===== src/rtl/cpu_branch_pkg.sv =====
`default_nettype none
// ---------------------------------------------------------------------------
// | Module   : cpu_branch_pkg                                               |
// | Purpose  : Shared branch opcodes, comparator codes, 2-bit counter        |
// |            states and the conditional-branch decode helper.             |
// | Revision : 1.0 - initial release                                        |
// ---------------------------------------------------------------------------
package cpu_branch_pkg;

  localparam logic [3:0] OP_BEQ = 4'b0110;
  localparam logic [3:0] OP_BGT = 4'b0100;
  localparam logic [3:0] OP_BLT = 4'b0101;

  // Decode-stage comparator result codes; anything other than BR_TAKEN is not taken
  localparam logic [1:0] BR_TAKEN     = 2'b00;
  localparam logic [1:0] BR_NOT_TAKEN = 2'b01;

  // Saturating direction counter states
  localparam logic [1:0] CNT_SNT = 2'b00;
  localparam logic [1:0] CNT_WNT = 2'b01;
  localparam logic [1:0] CNT_WT  = 2'b10;
  localparam logic [1:0] CNT_ST  = 2'b11;

  function automatic logic is_branch(input logic [3:0] op);
    return (op == OP_BEQ) || (op == OP_BGT) || (op == OP_BLT);
  endfunction

endpackage
`default_nettype wire


===== src/rtl/branch_history_table.sv =====
`default_nettype none
// ---------------------------------------------------------------------------
// | Module   : branch_history_table                                         |
// | Purpose  : 2-bit saturating counter table, one async read port and one  |
// |            sync write port that carries the resolved taken bit.          |
// | Revision : 1.0 - initial release                                        |
// ---------------------------------------------------------------------------
module branch_history_table
  import cpu_branch_pkg::*;
#(
  parameter int IDX_BITS = 4
) (
  input  logic                clk,
  input  logic                rst,
  input  logic [IDX_BITS-1:0] rd_idx_i,
  output logic [1:0]          rd_cnt_o,
  input  logic                wr_en_i,
  input  logic [IDX_BITS-1:0] wr_idx_i,
  input  logic                wr_taken_i
);

  localparam int ENTRIES = 1 << IDX_BITS;

  logic [1:0] tbl_q [ENTRIES];
  logic [1:0] w_old_cnt;
  logic [1:0] upd_d;

  // Read returns the stored value; a same-cycle write is not bypassed
  assign rd_cnt_o  = tbl_q[rd_idx_i];
  assign w_old_cnt = tbl_q[wr_idx_i];

  // Saturating step of the entry being resolved
  always_comb begin
    upd_d = w_old_cnt;
    if (wr_taken_i) begin
      if (w_old_cnt != CNT_ST) upd_d = w_old_cnt + 2'd1;
    end else begin
      if (w_old_cnt != CNT_SNT) upd_d = w_old_cnt - 2'd1;
    end
  end

  // Table storage: every entry restarts at weak-not-taken
  always_ff @(posedge clk) begin
    if (rst) begin
      for (int i = 0; i < ENTRIES; i++) tbl_q[i] <= CNT_WNT;
    end else if (wr_en_i) begin
      tbl_q[wr_idx_i] <= upd_d;
    end
  end

endmodule
`default_nettype wire


===== src/rtl/branch_resolve_unit.sv =====
`default_nettype none
// ---------------------------------------------------------------------------
// | Module   : branch_resolve_unit                                          |
// | Purpose  : IF-stage direction prediction and ID-stage resolution of      |
// |            beq/bgt/blt with flush/redirect and saturating statistics.    |
// | Revision : 1.0 - initial release                                        |
// ---------------------------------------------------------------------------
module branch_resolve_unit
  import cpu_branch_pkg::*;
#(
  parameter int IDX_BITS = 4,
  parameter int STAT_W   = 16
) (
  input  logic              clk,
  input  logic              rst,
  input  logic              if_valid,
  input  logic [15:0]       if_pc,
  input  logic [3:0]        if_opcode,
  output logic              pred_taken,
  input  logic              id_stall,
  input  logic [3:0]        id_opcode,
  input  logic [1:0]        cmp_branch,
  input  logic [15:0]       id_target,
  input  logic [15:0]       id_pc_plus2,
  output logic              flush,
  output logic              redirect_valid,
  output logic [15:0]       redirect_pc,
  output logic [STAT_W-1:0] branch_count,
  output logic [STAT_W-1:0] mispredict_count
);

  logic [IDX_BITS-1:0] w_if_idx;
  logic [1:0]          w_if_cnt;
  logic                w_pred_raw;
  logic                w_resolve;
  logic                w_actual_taken;
  logic                w_mispredict;
  logic                w_unused;

  logic                id_live_q, id_live_d;
  logic                id_pred_q, id_pred_d;
  logic [IDX_BITS-1:0] id_idx_q,  id_idx_d;
  logic [STAT_W-1:0]   br_cnt_q,  br_cnt_d;
  logic [STAT_W-1:0]   mis_cnt_q, mis_cnt_d;

  // Halfword-aligned PCs: bit 0 and the high bits do not select an entry
  assign w_if_idx = if_pc[IDX_BITS:1];
  assign w_unused = ^{if_pc[15:IDX_BITS+1], if_pc[0]};

  branch_history_table #(
    .IDX_BITS (IDX_BITS)
  ) u_bht (
    .clk        (clk),
    .rst        (rst),
    .rd_idx_i   (w_if_idx),
    .rd_cnt_o   (w_if_cnt),
    .wr_en_i    (w_resolve),
    .wr_idx_i   (id_idx_q),
    .wr_taken_i (w_actual_taken)
  );

  // Prediction and resolution; rst silences every visible output
  always_comb begin
    w_pred_raw     = if_valid & is_branch(if_opcode) & w_if_cnt[1];
    w_resolve      = ~rst & id_live_q & ~id_stall & is_branch(id_opcode);
    w_actual_taken = (cmp_branch == BR_TAKEN);
    w_mispredict   = w_resolve & (w_actual_taken != id_pred_q);
    pred_taken     = w_pred_raw & ~rst;
    flush          = w_mispredict;
    redirect_valid = w_mispredict;
    redirect_pc    = 16'h0000;
    if (w_mispredict) redirect_pc = w_actual_taken ? id_target : id_pc_plus2;
    branch_count     = rst ? '0 : br_cnt_q;
    mispredict_count = rst ? '0 : mis_cnt_q;
  end

  // Next ID tracking state (flush kills the fetched instruction) and counters
  always_comb begin
    id_live_d = id_live_q;
    id_pred_d = id_pred_q;
    id_idx_d  = id_idx_q;
    br_cnt_d  = br_cnt_q;
    mis_cnt_d = mis_cnt_q;
    if (w_mispredict) begin
      id_live_d = 1'b0;
      id_pred_d = 1'b0;
      id_idx_d  = '0;
    end else if (!id_stall) begin
      id_live_d = if_valid & is_branch(if_opcode);
      id_pred_d = w_pred_raw;
      id_idx_d  = w_if_idx;
    end
    if (w_resolve && (br_cnt_q != '1))     br_cnt_d  = br_cnt_q + STAT_W'(1);
    if (w_mispredict && (mis_cnt_q != '1)) mis_cnt_d = mis_cnt_q + STAT_W'(1);
  end

  // State registers
  always_ff @(posedge clk) begin
    if (rst) begin
      id_live_q <= 1'b0;
      id_pred_q <= 1'b0;
      id_idx_q  <= '0;
      br_cnt_q  <= '0;
      mis_cnt_q <= '0;
    end else begin
      id_live_q <= id_live_d;
      id_pred_q <= id_pred_d;
      id_idx_q  <= id_idx_d;
      br_cnt_q  <= br_cnt_d;
      mis_cnt_q <= mis_cnt_d;
    end
  end

endmodule
`default_nettype wire


===== config.mk =====
export PLATFORM = sky130hd
export DESIGN_NAME = branch_resolve_unit
export DESIGN_NICKNAME = d
export VERILOG_FILES = /design/src/rtl/cpu_branch_pkg.sv /design/src/rtl/branch_history_table.sv /design/src/rtl/branch_resolve_unit.sv
export SDC_FILE = /design/constraint.sdc
export NUM_CORES = 1
export LEC_CHECK = 0
export ABC_AREA = 1
export BUFFER_PORTS_ARGS = -buffer_cell sky130_fd_sc_hd__buf_2
export CAP_MARGIN = 5
export CORE_ASPECT_RATIO = 0.6
export CORE_UTILIZATION = 40
export CTS_CLUSTER_DIAMETER = 200
export CTS_CLUSTER_SIZE = 20
export DETAILED_ROUTE_END_ITERATION = 12
export MAX_ROUTING_LAYER = met4
export SYNTH_ARGS = -nofsm -noshare
export SYNTH_HDL_FRONTEND = slang
export SYNTH_HIERARCHICAL = 1
export SYNTH_SLANG_ARGS = --single-unit

===== constraint.sdc =====
create_clock -name clk -period 2 [get_ports clk]
set_input_delay 0.3 -clock clk [delete_from_list [all_inputs] [get_ports clk]]
set_output_delay 0.3 -clock clk [all_outputs]
set_load 0.01 [all_outputs]

==> impl_metrics.ini, run 1 <==
[run_status]
status = completed

[power_and_ir_drop]
p_per_area_nw_per_um2 = 656
ir_drop_v = 0.000448
power.leakage_nw = 2.46

[sta]
rsz0062_at_grt = true
worstMarginPinSlew_ns = 0.433
fmax_mhz = 516
hold_viol_final = 0
period_share_pct = 96.9
fin_hold_ws_ns = 0.251
slew_headroom_pct = 70.9
maxSlewViolCount = 0
setup_viol = 0
fin_skew_ns = 0.00695
min_period_ns = 1.94

[critical_path]
slowest_delay_ns = 0.41
crit_required_ns = 1.70
start_kind = register
cp.arrival_ns = 1.64
slowest_stage = edfxtp_1
endpoint_kind = primary output
critical_path.most_common_cell = nor2_1
path_class = reg2out
path_max_fanout = 2
crit_chain = inv_2 -> nor2_1 -> a21oi_1 -> o21ai_1 -> o211ai_1 -> nand2_1 -> nand2b_1 -> nor2_1 -> buf_2

[cts]
clock_sink_count = 70
cts_root_buffer = clkbuf_16
cts_hold_buf = 0
cts.clk_slew.worst_paths_ns = 0.06
cts_made_buffers = 9
clk_path_buf_depth = 2
cts_tree = built
clock_latency_ns = 0.34
h-tree-depth = 3

[grt]
gr-total-overflow = 0
grt_pass1_vias = 4117
track_usage_pct = 22.7
grt_max_degree = 32
grt_pass1_wl_um = 20400
antenna_found_initial = 0

[route]
drt-total-wl_um = 12900
vias_per_cell = 4.86
routedWlPerCell_um = 13.3
drt_iter0_drc = 362
ant_nets = 0
vias = 4710
drc = 0
drtPass1Iterations = 5

[placed_design]
gp_congestion = 0.876
io_buffer_count = 100
dp_hpwl_um = 9660

[job]
maxCapViolCount = 0

[floorplan]
die_h_um = 85.4
start_util_pct = 41.1
fp.dieW_um = 141
core.rowCount = 30
fp.dieArea_sq_um = 12100
ios = 113
core_area_sq_um = 11300

[synth]
yosysWarnings = 6
syn_inst = 703
syn_area_sq_um = 4640
syn_avg_cell_area_sq_um = 6.60
synth_nets = 767

[cells_and_area]
post-route-util_pct = 50.2
diodes = 0
seqCellArea_sq_um = 1720
drive_gt1_share_pct = 21.4
fillers = 1136
multi_input_area_sq_um = 2440
finish.net_count = 869
syn_to_final_growth_pct = 22.3

[worst_hold_path]
hold_path.class = in2reg
-- per-layer routing --
layer	GRT usage, %	vias to the layer above	share of wire [%]
met3	4.80	15	6.8
met4	6.32	0	1.1
met5	-	-	0
met2	33.2	165	42
met1	31.4	2111	50
li1	-	2419	-
-- final timing paths --
kind	from	to	slack, ns	cells after the start
worst max register to register	id_idx_q[0]$_SDFFE_PP0N_	u_bht/tbl_q[15][0]$_SDFFCE_PN1P_	0.18	11
worst min register to register	mis_cnt_q[7]$_SDFFE_PP0P_	mis_cnt_q[7]$_SDFFE_PP0P_	0.50	2
worst min-delay path	if_pc[4]	id_idx_q[3]$_SDFFE_PP0N_	0.25	3
worst max-delay path	u_bht/tbl_q[0][1]$_SDFFCE_PN0P_	pred_taken	0.06	9
-- cells in the final DEF, fill, tap and decap left out, types with 3 or more instances in the layout --
cell       instances
inv_1             80
o21ai_1            4
edfxtp_1          32
xor2_1            13
o21ai_0           18
buf_4             16
nand3_1           49
nand2_1          217
nor2_2            12
a21oi_1           49
nor2_4             6
dfxtp_1           37
bufinv_16          3
inv_2              6
o221ai_1           3
clkbuf_16          9
buf_2            100
nand2_2            8
nor2_1           110
nor3_1             3
nand2_4            3
nand4_1           13
-- critical path: cells and delay by family (launching register included) --
| family | cells | cell delay (ns) |
|---|---|---|
| DFF | 1 | 0.41 |
| AOI/OAI and AO/OA | 3 | 0.38 |
| and+or+nand+nor | 4 | 0.28 |
| buffers and inverters | 2 | 0.23 |
-- layout make-up --
type                       count  share of cell area [%]
multi-input combinational    520                    43.1
tap                          160                    3.53
timing repair buffer         117                    11.3
clock inverter                 4                    1.65
clock buffer                  12                    4.34
sequential                    70                    30.4
inverter                      87                    5.76
-- state kept, by name (all words and copies together), names as in the netlist --
name,flops
br_cnt_q,16
id_idx_q,4
id_live_q,1
id_pred_q,1
mis_cnt_q,16
u_bht/tbl_q,32
-- metrics by stage --
step	instances	TNS [ns]	total power [mW]	instance area (sq um)	setup WS [ns]
global route	970	-0.0551	3.87	5670	-0.0551
CTS	969	0	3.74	5640	0.0207
detailed placement	953	0	1.89	5300	0.0410
global placement	953	0	1.88	5300	0.0946
finish	970	0	3.72	5670	0.0622
floorplan	703	0	1.78	4640	0.335
-- power by group --
part / total (mW) / internal, mW / switching [mW]
logic: 0.342 / 0.117 / 0.226
registers: 1.53 / 1.51 / 0.0210
clock network: 1.85 / 1.25 / 0.600
total: 3.72 / 2.88 / 0.847
-- what timing repair did --
| action | 4_1_cts | 5_1_grt |
|---|---|---|
| gates resized for setup | 0 | 7 |
| endpoints found under the setup margin | 0 | 43 |
| setup buffers | 0 | 1 |
Power figures use the tool's default switching activity.
==> inputs of run 2 (changes only) <==
CTS_BUF_LIST = sky130_fd_sc_hd__clkbuf_8   (was not set)
==> impl_metrics.ini, run 2 (synthesis results as in run 1) <==
[cells_and_area]
reg_top3 = u_bht/tbl_q (32), br_cnt_q (16), mis_cnt_q (16)
syn_to_final_growth_pct = 20.4
stdcell_area_sq_um = 5590
finish.net_count = 869
top_register = u_bht/tbl_q
drive_gt1_share_pct = 21.6
largest_reg_flops = 32
diodes = 0
layout_common_cells = nand2_1, nor2_1, buf_2
layout_commonest_cell = nand2_1

[critical_path]
cp.arrival_ns = 1.66
path_max_fanout = 2
crit_required_ns = 1.70
slowest_stage = edfxtp_1
critical_path.most_common_cell = nor2_1
slowest_delay_ns = 0.41
crit_chain = inv_2 -> nor2_1 -> a21oi_1 -> o21ai_1 -> o211ai_1 -> nand2_1 -> nand2b_1 -> nor2_1 -> buf_2
path_class = reg2out
endpoint_kind = primary output
start_kind = register

[cts]
cts_made_buffers = 9
clock_sink_count = 70
cts_tree = built
cts_root_buffer = clkbuf_8
clock_latency_ns = 0.36
cts.clk_slew.worst_paths_ns = 0.08
h-tree-depth = 3
clk_path_buf_depth = 2

[job]
maxCapViolCount = 0

[route]
routedWlPerCell_um = 13.2
vias = 4706
drtPass1Iterations = 5
drc = 0
drt_iter0_drc = 337
ant_nets = 0
drt-total-wl_um = 12800
vias_per_cell = 4.85

[power_and_ir_drop]
clkPwrFrac_pct = 42.6
power_switching_mw = 0.796
pwr-share-comb_pct = 10.6
p_sw_share_pct = 24.3
p_per_area_nw_per_um2 = 586
p_seq_share_pct = 46.8
power.leakage_nw = 2.41
p_int_mw = 2.48
ir_drop_v = 0.000342
power.total_mw = 3.27

[floorplan]
fp.dieW_um = 141
core.rowCount = 30
die_h_um = 85.4
core_area_sq_um = 11300
ios = 113
start_util_pct = 41.1
fp.dieArea_sq_um = 12100

[placed_design]
place_ws_ns = 0.0410
dp_hpwl_um = 9660
gp_congestion = 0.876
dpl-instance-area_sq_um = 5300
io_buffer_count = 100

[sta]
setup_viol = 0
setup_slack_ns = 0.0414
worstMarginPinSlew_ns = 0.434
fmax_mhz = 511
maxSlewViolCount = 0
rsz0062_at_grt = true
min_period_ns = 1.96
slew_headroom_pct = 70.8
hold_viol_final = 0
period_share_pct = 97.9
setup_tns_ns = 0
fin_skew_ns = 0.00774

[grt]
grt_max_degree = 32
gr-total-overflow = 0
grt_pass1_vias = 4073
grt_pass1_wl_um = 20200
track_usage_pct = 22.3
antenna_found_initial = 0

[run_status]
status = completed

[worst_hold_path]
hold_path.class = in2reg
## run 2: routing by layer
layer | GRT usage [%] | vias up | part of all wire [%]
met5 | - | - | 0
li1 | - | 2416 | -
met1 | 31.4 | 2090 | 50
met3 | 4.35 | 19 | 6.4
met2 | 32.5 | 181 | 42
met4 | 5.53 | 0 | 1.1
## run 2: area by class of cell
cell class	count	area [sq um]
clock inverter	6	101
clock buffer	10	138
fill	1155	5710
multi-input combinational	520	2460
sequential	70	1720
tap	160	200
inverter	87	327
timing repair buffer	117	641
## run 2: path summary, 6_finish.rpt
path,endpoint,slack [ns],depth (start not counted),start
max,pred_taken,0.04,9,u_bht/tbl_q[0][1]$_SDFFCE_PN0P_
min,id_idx_q[3]$_SDFFE_PP0N_,0.23,3,if_pc[4]
max reg2reg,u_bht/tbl_q[15][0]$_SDFFCE_PN1P_,0.17,11,id_idx_q[0]$_SDFFE_PP0N_
min reg2reg,mis_cnt_q[7]$_SDFFE_PP0P_,0.50,2,mis_cnt_q[7]$_SDFFE_PP0P_
## run 2: metrics by stage
| step | util, % | std cells | hold WS [ns] |
|---|---|---|---|
| floorplan | - | 703 | 0.440 |
| global placement | 46.9 | 953 | 0.481 |
| detailed placement | 46.9 | 953 | 0.487 |
| CTS | 49.0 | 969 | 0.217 |
| global route | 49.5 | 970 | 0.248 |
| finish | 49.5 | 970 | 0.228 |
## run 2: critical path: cells and delay by family (launching register included)
kind                   cells  cell delay (ns)
buffers and inverters      2             0.22
flip-flops                 1             0.41
AND/OR/NAND/NOR            4             0.28
AO/OA/AOI/OAI              3             0.38
## run 2: power by group through the flow
stage	registers, mW	clock network [mW]	logic (mW)
2_1_floorplan	1.55	0	0.228
3_3_place_gp	1.56	0	0.320
3_5_place_dp	1.56	0	0.327
4_1_cts	1.53	1.42	0.330
5_1_grt	1.53	1.49	0.382
6_report	1.53	1.40	0.346
## run 2: timing repair
action                     CTS  global route
resized for setup            0            10
hold buffers                 0             0
buffers inserted             0             1
setup endpoints to repair    0            50
